===== src/rtl/axi_addr_window_slice.sv =====
// AXI4 AW/AR address-channel register slice with 2-entry skid buffers per channel.
// Addresses are aliased into a power-of-two window; out-of-window accepts are logged.

module axi_addr_window_slice_chan #(
    parameter int unsigned PW = 48
) (
    input  logic          clk,
    input  logic          rst,
    input  logic [PW-1:0] s_data,
    input  logic          s_valid,
    output logic          s_ready,
    output logic [PW-1:0] m_data,
    output logic          m_valid,
    input  logic          m_ready
);

    logic          main_valid_r;
    logic [PW-1:0] main_data_r;
    logic          skid_valid_r;
    logic [PW-1:0] skid_data_r;

    logic          main_valid_s;
    logic [PW-1:0] main_data_s;
    logic          skid_valid_s;
    logic [PW-1:0] skid_data_s;
    logic          accept_s;
    logic          m_hs_s;

    // Ready depends only on the registered skid state; it is held low during reset.
    assign s_ready  = !skid_valid_r && !rst;
    assign accept_s = s_valid && s_ready;
    assign m_hs_s   = main_valid_r && m_ready;
    assign m_valid  = main_valid_r;
    assign m_data   = main_data_r;

    // Next-state of main/skid; an accept implies the skid is empty.
    always_comb begin
        main_valid_s = main_valid_r;
        main_data_s  = main_data_r;
        skid_valid_s = skid_valid_r;
        skid_data_s  = skid_data_r;
        if (!main_valid_r || m_hs_s) begin
            if (skid_valid_r) begin
                main_valid_s = 1'b1;
                main_data_s  = skid_data_r;
                skid_valid_s = 1'b0;
            end else if (accept_s) begin
                main_valid_s = 1'b1;
                main_data_s  = s_data;
            end else begin
                main_valid_s = 1'b0;
            end
        end else if (accept_s) begin
            skid_valid_s = 1'b1;
            skid_data_s  = s_data;
        end else begin
            skid_valid_s = skid_valid_r;
        end
    end

    // Main and skid registers; reset discards any buffered beats.
    always_ff @(posedge clk) begin
        if (rst) begin
            main_valid_r <= 1'b0;
            main_data_r  <= '0;
            skid_valid_r <= 1'b0;
            skid_data_r  <= '0;
        end else begin
            main_valid_r <= main_valid_s;
            main_data_r  <= main_data_s;
            skid_valid_r <= skid_valid_s;
            skid_data_r  <= skid_data_s;
        end
    end

endmodule

module axi_addr_window_slice #(
    parameter int unsigned                    AXI_ADDR_WIDTH = 32,
    parameter logic [AXI_ADDR_WIDTH-1:0]      WIN_BASE       = 32'h0000_0000,
    parameter logic [AXI_ADDR_WIDTH-1:0]      WIN_SIZE       = 32'h1000_0000,
    parameter int unsigned                    CNT_WIDTH      = 16
) (
    input  logic                      clk_i,
    input  logic                      rst_i,

    input  logic [AXI_ADDR_WIDTH-1:0] s_awaddr_i,
    input  logic [7:0]                s_awlen_i,
    input  logic [2:0]                s_awsize_i,
    input  logic [1:0]                s_awburst_i,
    input  logic [2:0]                s_awprot_i,
    input  logic                      s_awvalid_i,
    output logic                      s_awready_o,

    input  logic [AXI_ADDR_WIDTH-1:0] s_araddr_i,
    input  logic [7:0]                s_arlen_i,
    input  logic [2:0]                s_arsize_i,
    input  logic [1:0]                s_arburst_i,
    input  logic [2:0]                s_arprot_i,
    input  logic                      s_arvalid_i,
    output logic                      s_arready_o,

    output logic [AXI_ADDR_WIDTH-1:0] m_awaddr_o,
    output logic [7:0]                m_awlen_o,
    output logic [2:0]                m_awsize_o,
    output logic [1:0]                m_awburst_o,
    output logic [2:0]                m_awprot_o,
    output logic                      m_awvalid_o,
    input  logic                      m_awready_i,

    output logic [AXI_ADDR_WIDTH-1:0] m_araddr_o,
    output logic [7:0]                m_arlen_o,
    output logic [2:0]                m_arsize_o,
    output logic [1:0]                m_arburst_o,
    output logic [2:0]                m_arprot_o,
    output logic                      m_arvalid_o,
    input  logic                      m_arready_i,

    input  logic                      err_clr_i,
    output logic                      oow_err_o,
    output logic [CNT_WIDTH-1:0]      oow_cnt_o
);

    localparam int unsigned PW = AXI_ADDR_WIDTH + 16;

    function automatic logic in_window(input logic [AXI_ADDR_WIDTH-1:0] addr);
        logic [AXI_ADDR_WIDTH-1:0] off;
        off = addr - WIN_BASE;
        return (addr >= WIN_BASE) && (off < WIN_SIZE);
    endfunction

    // WIN_BASE is aligned to WIN_SIZE, so OR-ing in the offset aliases into the window.
    function automatic logic [AXI_ADDR_WIDTH-1:0] remap(input logic [AXI_ADDR_WIDTH-1:0] addr);
        return WIN_BASE | (addr & (WIN_SIZE - {{(AXI_ADDR_WIDTH-1){1'b0}}, 1'b1}));
    endfunction

    logic [PW-1:0]          aw_in_s;
    logic [PW-1:0]          ar_in_s;
    logic [PW-1:0]          aw_out_s;
    logic [PW-1:0]          ar_out_s;
    logic                   aw_oow_s;
    logic                   ar_oow_s;
    logic [1:0]             inc_s;
    logic [CNT_WIDTH-1:0]   cnt_base_s;
    logic [CNT_WIDTH:0]     cnt_sum_s;
    logic [CNT_WIDTH-1:0]   cnt_next_s;
    logic                   err_next_s;
    logic                   oow_err_r;
    logic [CNT_WIDTH-1:0]   oow_cnt_r;

    assign aw_in_s = {s_awprot_i, s_awburst_i, s_awsize_i, s_awlen_i, remap(s_awaddr_i)};
    assign ar_in_s = {s_arprot_i, s_arburst_i, s_arsize_i, s_arlen_i, remap(s_araddr_i)};

    axi_addr_window_slice_chan #(.PW(PW)) u_aw (
        .clk     (clk_i),
        .rst     (rst_i),
        .s_data  (aw_in_s),
        .s_valid (s_awvalid_i),
        .s_ready (s_awready_o),
        .m_data  (aw_out_s),
        .m_valid (m_awvalid_o),
        .m_ready (m_awready_i)
    );

    axi_addr_window_slice_chan #(.PW(PW)) u_ar (
        .clk     (clk_i),
        .rst     (rst_i),
        .s_data  (ar_in_s),
        .s_valid (s_arvalid_i),
        .s_ready (s_arready_o),
        .m_data  (ar_out_s),
        .m_valid (m_arvalid_o),
        .m_ready (m_arready_i)
    );

    assign {m_awprot_o, m_awburst_o, m_awsize_o, m_awlen_o, m_awaddr_o} = aw_out_s;
    assign {m_arprot_o, m_arburst_o, m_arsize_o, m_arlen_o, m_araddr_o} = ar_out_s;

    assign aw_oow_s = s_awvalid_i && s_awready_o && !in_window(s_awaddr_i);
    assign ar_oow_s = s_arvalid_i && s_arready_o && !in_window(s_araddr_i);
    assign inc_s    = {1'b0, aw_oow_s} + {1'b0, ar_oow_s};

    // Clear takes effect before this cycle's increment; the sum saturates at all-ones.
    always_comb begin
        cnt_base_s = err_clr_i ? '0 : oow_cnt_r;
        cnt_sum_s  = {1'b0, cnt_base_s} + {{(CNT_WIDTH-1){1'b0}}, inc_s};
        if (cnt_sum_s[CNT_WIDTH]) begin
            cnt_next_s = '1;
        end else begin
            cnt_next_s = cnt_sum_s[CNT_WIDTH-1:0];
        end
        err_next_s = (oow_err_r && !err_clr_i) || (inc_s != 2'd0);
    end

    // Error flag and counter registers.
    always_ff @(posedge clk_i) begin
        if (rst_i) begin
            oow_err_r <= 1'b0;
            oow_cnt_r <= '0;
        end else begin
            oow_err_r <= err_next_s;
            oow_cnt_r <= cnt_next_s;
        end
    end

    assign oow_err_o = oow_err_r;
    assign oow_cnt_o = oow_cnt_r;

endmodule


===== config.mk =====
export PLATFORM = sky130hd
export DESIGN_NAME = axi_addr_window_slice
export DESIGN_NICKNAME = d
export VERILOG_FILES = /design/src/rtl/axi_addr_window_slice.sv
export SDC_FILE = /design/constraint.sdc
export NUM_CORES = 1
export LEC_CHECK = 0
export CORE_ASPECT_RATIO = 1.5
export CORE_UTILIZATION = 42
export CTS_BUF_LIST = sky130_fd_sc_hd__clkbuf_4 sky130_fd_sc_hd__clkbuf_8 sky130_fd_sc_hd__clkbuf_16
export DETAILED_ROUTE_END_ITERATION = 8
export PLACE_DENSITY = 0.69
export SLEW_MARGIN = 20
export SYNTH_ARGS = -nofsm -noshare
export SYNTH_HDL_FRONTEND = slang
export SYNTH_HIERARCHICAL = 1
export SYNTH_SLANG_ARGS = --single-unit

===== constraint.sdc =====
create_clock -name clk_i -period 3.7 [get_ports clk_i]
set_input_delay 0.37 -clock clk_i [delete_from_list [all_inputs] [get_ports clk_i]]
set_output_delay 0.37 -clock clk_i [all_outputs]
set_load 0.05 [all_outputs]

==> impl_metrics.json <==
{
  "num_rows": 67,
  "cts_root_buffer": "clkbuf_16",
  "syn_inst": 1007,
  "path_clk_slew_ps": 60,
  "grt_max_degree": 98,
  "cp-startpoint": "s_awaddr_i[31]",
  "ant_nets": 0,
  "cts_buffers": 21,
  "pin_count": 220,
  "slowest_stage": "or4_1",
  "cap_violations": 0,
  "via_per_inst": 5.62,
  "drt_iter0_drc": 566,
  "worstPathRequired_ps": 4110,
  "area_delta_synth_final_pct": 31.3,
  "min_path_cells": 4,
  "dp.cells": 1428,
  "fin_crit_sh_pct": 78.9,
  "fill_cells": 2008,
  "synth_ff_type": "dfxtp_1",
  "cts_tree": "built",
  "fin_skew_ps": 7.48,
  "end_kind": "register",
  "dr.pass1.iters": 5,
  "avgRoutedWirePerCell_um": 17.5,
  "fin_setup_tns_ps": 0,
  "cts_buffer_depth": 3,
  "worstMarginPinSlew_ps": 1100,
  "cp_max_fo": 7,
  "cts_setup_buffers": 0,
  "vias": 8227,
  "cpPeakStageDelay_ps": 530,
  "crit_chain": "clkdlybuf4s50_1 -> or4_1 -> nand3_1 -> ha_1 -> ha_1 -> inv_1 -> fa_1 -> nand3b_1 -> nand3b_1 -> nand2b_2 -> or2_4 -> o21ai_0",
  "die-area_um2": 23200,
  "htreeDepth": 1,
  "antenna_found_initial": 0,
  "grt_setup_unrepaired": "false",
  "grtUsageTotal_pct": 21.5,
  "syn_area_um2": 9480,
  "power.density_nw_per_um2": 456,
  "yosysUniqueCellTypes": 49,
  "synth_edf_count": 0,
  "hold_class": "primary input to register",
  "cts_sinks": 213,
  "clock_latency_ps": 490,
  "finalHoldViolCount": 0,
  "hpwl_um": 15900,
  "setup_violations": 0,
  "drc_errors": 0,
  "grt_pass1_wl_um": 41200,
  "drt-total-wl_um": 25600,
  "fin_crit_ps": 2920,
  "final_util_pct": 56.0,
  "endpoint": "oow_cnt_o[11]",
  "ys_seq_area_share_pct": 45.0,
  "finalPower_mw": 5.68,
  "status": "finished, final reports clean",
  "crit_path_start_kind": "primary input",
  "vdd_drop_max_uv": 394,
  "grt_pass1_vias": 7766,
  "timing.rr.end": "oow_cnt_o[11]",
  "portBuffers": 219,
  "core_um2": 22200,
  "finalNetCount": 1283,
  "leakage_nw": 5.11,
  "ctsHoldBuffers": 0,
  "synthArstFlopShare_pct": 0,
  "final_common_cell": "clkdlybuf4s50_1",
  "ctsResizeCount": 0,
  "final_layout_size_suffix_gt1_share_pct": 6.49,
  "final_cells": 1464,
  "place_congestion": 0.778,
  "final_cell_mix": "clkdlybuf4s50_1 (217), dfxtp_1 (211), nand2_1 (101), nand3_1 (100)",
  "yosysWarnings": 6,
  "holdWs_ps": 356,
  "fmax_mhz": 343,
  "worstRegToRegCells": 11,
  "crit_arrival_ps": 3330,
  "critPathKind": "primary input to register",
  "chipWidth_um": 125,
  "slew_headroom_pct": 26.8,
  "syn_avg_cell_area_um2": 9.42,
  "initial_core_util_pct": 42.7,
  "ys_ff_latch": 213,
  "maxSlewViolCount": 0,
  "reg2reg_from": "u_ar/skid_valid_r",
  "reg2reg_slack_ps": 830,
  "die_h_um": 186,
  "grt.overflow.total": 0
}
-- metal layers --
| layer | part of all wire, % | track usage, % |
|---|---|---|
| met3 | 6.5 | 4.69 |
| met2 | 49 | 37.2 |
| met4 | 1.9 | 5.83 |
| met1 | 43 | 26.8 |
| met5 | 0 | 0 |
-- flip-flops by register name, summed over array words and instances (netlist names) --
name               count
u_ar/m_data           48
oow_err_o              1
u_ar/skid_valid_r      1
u_aw/m_data           48
oow_cnt_o             16
u_aw/m_valid           1
u_aw/skid_data_r      48
u_ar/skid_data_r      48
u_aw/skid_valid_r      1
u_ar/m_valid           1
-- final cells by class --
type                    instances  area [um2]  area share [%]
clock inverters                 3        65.1           0.523
clock buffers                  31         656            5.27
diodes                          2        5.00          0.0402
well taps                     276         345            2.77
repair buffers                239        2330            18.7
multi-input cells             690        4740            38.0
flip-flops and latches        213        4270            34.3
inverters                      10        37.5           0.302
-- cell usage after synthesis, types with 2 or more instances --
cell type | instances | share of area [%]
and2_1 | 2 | 0.13
inv_2 | 2 | 0.079
o211a_1 | 96 | 10
xnor2_1 | 5 | 0.46
o21ai_0 | 63 | 3.3
clkbuf_1 | 57 | 2.3
nand2_1 | 101 | 4.0
o21a_1 | 2 | 0.16
nand2b_1 | 7 | 0.46
dfxtp_1 | 213 | 45
o211ai_1 | 96 | 7.6
a31oi_1 | 2 | 0.13
buf_4 | 22 | 1.7
a211oi_1 | 2 | 0.16
nor4b_4 | 2 | 0.50
nor2b_1 | 4 | 0.26
nand4_1 | 3 | 0.20
clkbuf_2 | 4 | 0.21
a21oi_1 | 7 | 0.37
mux2i_1 | 96 | 10
ha_1 | 4 | 0.53
buf_2 | 22 | 1.2
xor2_1 | 4 | 0.37
inv_1 | 8 | 0.32
nand3b_1 | 2 | 0.16
nand3_1 | 100 | 5.3
nor3_1 | 3 | 0.16
buf_1 | 4 | 0.16
or4_1 | 2 | 0.16
o21ai_1 | 42 | 2.2
nor2_1 | 12 | 0.47
-- metrics by stage --
step	worst slack, ps	area (um2)
finish	782	12400
CTS	755	12400
floorplan	158	9540
global placement	331	11700
detailed placement	266	11700
global route	602	12400
-- worst max-delay path: cells and delay by family --
family	cells	cell delay [ps]
fa+ha+maj	3	720
buf+inv	2	460
compound gates	1	80
simple gates	6	1700
-- power by group --
| part | switching, mW | leakage (nW) | internal, mW | total (mW) |
|---|---|---|---|---|
| Clock | 0.872 | 0.360 | 1.36 | 2.23 |
| Combinational | 0.599 | 3.01 | 0.377 | 0.976 |
| Sequential | 0.0644 | 1.74 | 2.41 | 2.47 |
| Total | 1.54 | 5.11 | 4.14 | 5.68 |
-- worst min path at each step --
stage / startpoint / to / slack (ps)
floorplan: u_ar/skid_data_r[26] / u_ar/skid_data_r[26] / 430
global placement: u_ar/skid_data_r[41] / u_ar/skid_data_r[41] / 440
detailed placement: u_aw/skid_data_r[34] / u_aw/skid_data_r[34] / 440
CTS: s_arvalid_i / oow_err_o / 350
global route: s_arvalid_i / oow_err_o / 380
finish: s_arvalid_i / oow_err_o / 360
-- cells by family after synthesis --
| logic type | after synthesis | share of synthesized area (%) |
|---|---|---|
| buffers and inverters | 119 | 5.92 |
| AOI/OAI and AO/OA | 314 | 24.4 |
| muxes | 96 | 10.1 |
| adders and majority gates | 5 | 0.739 |
| and+or+nand+nor | 250 | 12.9 |
| xor gates and xnor gates | 9 | 0.831 |
| DFF | 213 | 45.0 |
| other | 1 | 0.0395 |
Power figures use the tool's default switching activity.
